$ cat config.mk
export PLATFORM = sky130hd
export DESIGN_NAME = lfsr_keystream_4bit
export DESIGN_NICKNAME = d
export VERILOG_FILES = /design/src/rtl/lfsr_keystream_4bit.sv
export SDC_FILE = /design/constraint.sdc
export NUM_CORES = 1
export LEC_CHECK = 0
export ABC_AREA = 1
export CAP_MARGIN = 5
export CELL_PAD_IN_SITES_DETAIL_PLACEMENT = 1
export CELL_PAD_IN_SITES_GLOBAL_PLACEMENT = 2
export CORE_MARGIN = 1
export CORE_UTILIZATION = 21
export DETAILED_ROUTE_END_ITERATION = 6
export PLACE_DENSITY = 0.83
export RECOVER_POWER = 100
export SYNTH_ARGS = -nofsm -noshare
export SYNTH_HDL_FRONTEND = slang
export SYNTH_SLANG_ARGS = --single-unit
$ cat constraint.sdc
create_clock -name clk -period 1.2 [get_ports clk]
set_clock_uncertainty 0.2 [all_clocks]
set_input_delay 0.36 -clock clk [delete_from_list [all_inputs] [get_ports clk]]
set_output_delay 0.36 -clock clk [all_outputs]
set_load 0.005 [all_outputs]
$ cat src/rtl/lfsr_keystream_4bit.sv
// lfsr_keystream_4bit
// Keystream source for the key operand (y) of the 4-bit bitwise XOR stage.
// A 16-bit Fibonacci LFSR (x^16+x^14+x^13+x^11+1) advances four steps per
// accepted transfer and presents its low nibble as the key. A valid/ready
// handshake faces the consumer. A seed can be loaded at any time, and an
// all-zero seed locks the block in an error state until a nonzero seed arrives.
//
// Build option: define KEYSTREAM_COUNT_EN to add the 16-bit key_count output,
// which counts completed transfers.
module lfsr_keystream_4bit #(
    parameter logic [15:0] SEED_DEFAULT = 16'hACE1
) (
    input  logic        clk,
    input  logic        reset_n,
    input  logic        seed_load,
    input  logic [15:0] seed,
    input  logic        start,
    input  logic        stop,
    input  logic        key_ready,
    output logic        key_valid,
    output logic [3:0]  key,
    output logic        busy,
    output logic        zero_err
`ifdef KEYSTREAM_COUNT_EN
    ,
    output logic [15:0] key_count
`endif
);

    typedef enum logic [1:0] {
        ST_IDLE = 2'd0,
        ST_RUN  = 2'd1,
        ST_ERR  = 2'd2
    } state_t;

    state_t      state;
    state_t      state_nxt;
    logic [15:0] lfsr;
    logic [15:0] lfsr_nxt;
    logic [15:0] lfsr_adv;
    logic        xfer;

    // One LFSR step: taps 16/14/13/11 feed back into bit 0.
    function automatic logic [15:0] lfsr_step(input logic [15:0] s);
        return {s[14:0], s[15] ^ s[13] ^ s[12] ^ s[10]};
    endfunction

    // Four unrolled LFSR steps, i.e. one full advance to a fresh nibble.
    always_comb begin
        lfsr_adv = lfsr;
        for (int unsigned i = 0; i < 4; i++) begin
            lfsr_adv = lfsr_step(lfsr_adv);
        end
    end

    // Outputs decode straight from the state and LFSR flops.
    assign key_valid = (state == ST_RUN);
    assign busy      = (state == ST_RUN);
    assign zero_err  = (state == ST_ERR);
    assign key       = lfsr[3:0];
    assign xfer      = key_valid & key_ready;

    // Next state and next LFSR value; seed_load overrides everything.
    // A transfer coinciding with seed_load is consumed but does not advance.
    always_comb begin
        state_nxt = state;
        lfsr_nxt  = lfsr;
        if (seed_load) begin
            lfsr_nxt  = seed;
            state_nxt = (seed == '0) ? ST_ERR : ST_IDLE;
        end else begin
            unique case (state)
                ST_IDLE: begin
                    if (start) begin
                        state_nxt = ST_RUN;
                    end
                end
                ST_RUN: begin
                    if (xfer) begin
                        lfsr_nxt = lfsr_adv;
                    end
                    if (stop) begin
                        state_nxt = ST_IDLE;
                    end
                end
                ST_ERR: begin
                    state_nxt = ST_ERR;
                end
                default: begin
                    state_nxt = ST_IDLE;
                end
            endcase
        end
    end

    // State and LFSR registers with synchronous active-low reset.
    always_ff @(posedge clk) begin
        if (!reset_n) begin
            state <= ST_IDLE;
            lfsr  <= SEED_DEFAULT;
        end else begin
            state <= state_nxt;
            lfsr  <= lfsr_nxt;
        end
    end

`ifdef KEYSTREAM_COUNT_EN
    // Transfer counter; survives seed_load, wraps naturally at 16 bits.
    always_ff @(posedge clk) begin
        if (!reset_n) begin
            key_count <= '0;
        end else if (xfer) begin
            key_count <= key_count + 16'd1;
        end
    end
`else
    // No transfer counter in this build.
`endif

endmodule

==> metrics.txt <==
status finished with violations; violated checks negative setup slack; fillers ~640; Mapped Area between 1000 and 1500 sq um; Post-route DRC 0; CP Capture Type primary output; Area after DPL roughly 1600 sq um; root buffer cell clkbuf_8; dpl cells ~300; critical-path maximum fanout 2; Design Area, Final about 1800 sq um; htree depth 1; DRT Pass-1 Iters 4; DIE HEIGHT 74.08 um; pre-CTS setup slack -608.2 ps; I/O Pins 29; IO Port Bufs 28; Cells after Synth between 150 and 200; CTS clock-pin slew for the worst setup and hold paths 60 ps; Vias/cell between 4 and 5; largest net degree at the start of global routing 11; CTS tree yes; Synth Warn # 0; Final #Nets 262; Hold Path Class in2reg; HPWL Detailed about 3000 um; vias in the first global route about 1,300; Seq cells post-synth 18; Syn Nets around 200; Rel. slew slack 0.8133; Skew-Pair Late Insertion Delay 250 ps; DIE WIDTH 74.08 um; unrepaired setup endpoints after global routing true; num rows 25; Tcrit/Tclk final 1.210; initial DRC count 46; Syn Area/Cell about 6.0 sq um; Post-synth ARST share 0; Antenna Cells 0; CTS sink count 18; Vias roughly 1,300; Non-Filler Instances a little over 300; Util after Layout 0.3726; setup ws final -252.4 ps; Pins Over Slew Limit 0; ys flop type dfxtp_1; Post-DRT Antenna Nets 0; global-route wire length before repair 6210 um; number of synthesized flops with an enable pin 0; Routed WL roughly 3800 um; CTS Buffer Depth 2; gpl congestion 0.7443; Num CTS Buffers 3; Worst-Margin Slew 279.4 ps; CTS Hold Buffers Added 0; Total Neg Setup Slack -3327 ps; DR WL/cell 12.55 um; GRT Total Usage 0.1523; Worst EP required between 600 and 700 ps; Final Critical Period ~1500 ps; area grow syn2layout 65.60%; WP data arrival a little under 900 ps; number of library cell types mapped by synthesis 20; die area 5488 sq um; WS Path Type reg2out; VDD IR max 0.4871 mV; Pleak about 0.00085 uW; Initial Utilization 0.2250; fmax around 0.69 GHz; Setup violations, final 23; global route overflow 0; post-synthesis sequential area ratio 0.3303; R2R setup slack -210 ps; proportion of layout cells with a drive suffix above 1 0.3866; CORE AREA 4848 sq um; # Max-Cap Violations 0; Power Density roughly 860 nW/um^2; critical path startpoint category flop; Fin. Hold Viols 0; initial antenna violation count 0
worst max-delay path: stages, from the launching register on:
cell     delay (ps)
dfxtp_2         350
inv_2            50
nor2_2           90
buf_2           150
cells in the final DEF (no fill, tap or decap):
master and instances:
inv_4 1, o21ai_2 1, dfxtp_2 6, nand2_1 60, a211oi_1 1, xnor2_1 1
dfxtp_1 12, or2_2 1, buf_2 7, clkbuf_2 1, buf_4 25, a22oi_1 3
nand4_1 1, nand3_4 1, nand2_2 9, buf_6 9, clkdlybuf4s50_1 6, inv_2 6
o21ai_1 1, nand3_2 5, o21ai_0 2, nor2_4 2, dlygate4sd2_1 13, a21oi_2 5
clkbuf_8 3, o211ai_1 5, a21oi_1 10, nor3_1 1, nor2_2 6, nand2_4 3
nor2_1 17, buf_8 1, inv_1 13
kinds of logic after synthesis:
family / Yosys count / share of synthesized area
AOI/OAI and AO/OA: 28 / 0.1491
xor gates and xnor gates: 1 / 0.008029
buffers and inverters: 29 / 0.1216
DFF: 18 / 0.3303
and+or+nand+nor: 106 / 0.3911
state kept, by name, indices dropped and copies added (netlist names):
name / count
state: 2
lfsr: 16
cells in the mapped netlist (all sizes together) (2+ instances only):
master | instances | share of area
nand2 | 72 | 0.25
a22oi | 3 | 0.021
nand3 | 6 | 0.039
nor2 | 25 | 0.088
clkbuf | 2 | 0.0069
a21oi | 15 | 0.069
o21ai | 4 | 0.018
buf | 7 | 0.046
inv | 20 | 0.069
o211ai | 5 | 0.034
dfxtp | 18 | 0.33
path summary, 6_finish.rpt:
kind,cells after the start,start,endpoint
hold reg to reg,2,lfsr[4]$_SDFFE_PN0P_,lfsr[4]$_SDFFE_PN0P_
setup / recovery,3,state[1]$_SDFFE_PN0P_,zero_err
setup reg to reg,7,state[1]$_SDFFE_PN0P_,lfsr[11]$_SDFFE_PN1P_
hold / removal,3,reset_n,lfsr[4]$_SDFFE_PN0P_
power by group:
part | switching, uW | internal, uW
Sequential | 38.3 | 640
Combinational | 225 | 220
Clock | 201 | 223
what timing repair did:
action                                  in CTS  in global routing
pin swaps                                   26                  6
setup buffers                                4                  0
gates resized for setup                     95                 12
cloned                                       2                  0
endpoints found under the setup margin      25                 25
endpoints found under the hold margin        0                  0
layer usage:
metal / vias up / part of all wire / track usage
met4: 0 / 0.0050 / 0.01923
met5: - / 0 / 0
met2: 15 / 0.48 / 0.2444
met3: 2 / 0.017 / 0.02846
met1: 595 / 0.50 / 0.2171
li1: 680 / - / -
through the flow:
step	hold slack (ps)	power, uW
after floorplan	229.2	873.0
after global placement	287.3	1090
after detailed placement	278.3	1092
after CTS	305.4	1547
after global routing	224.5	1630
final	185.6	1548
cell type report:
class	count	area, sq um	area share
multi-input cells	135	718.2	0.3975
inverters	20	77.57	0.04294
clock buffers	3	41.29	0.02285
repair buffers	62	518.0	0.2867
flip-flops and latches	18	367.9	0.2036
well taps	67	83.83	0.04640
Power figures use the tool's default switching activity.
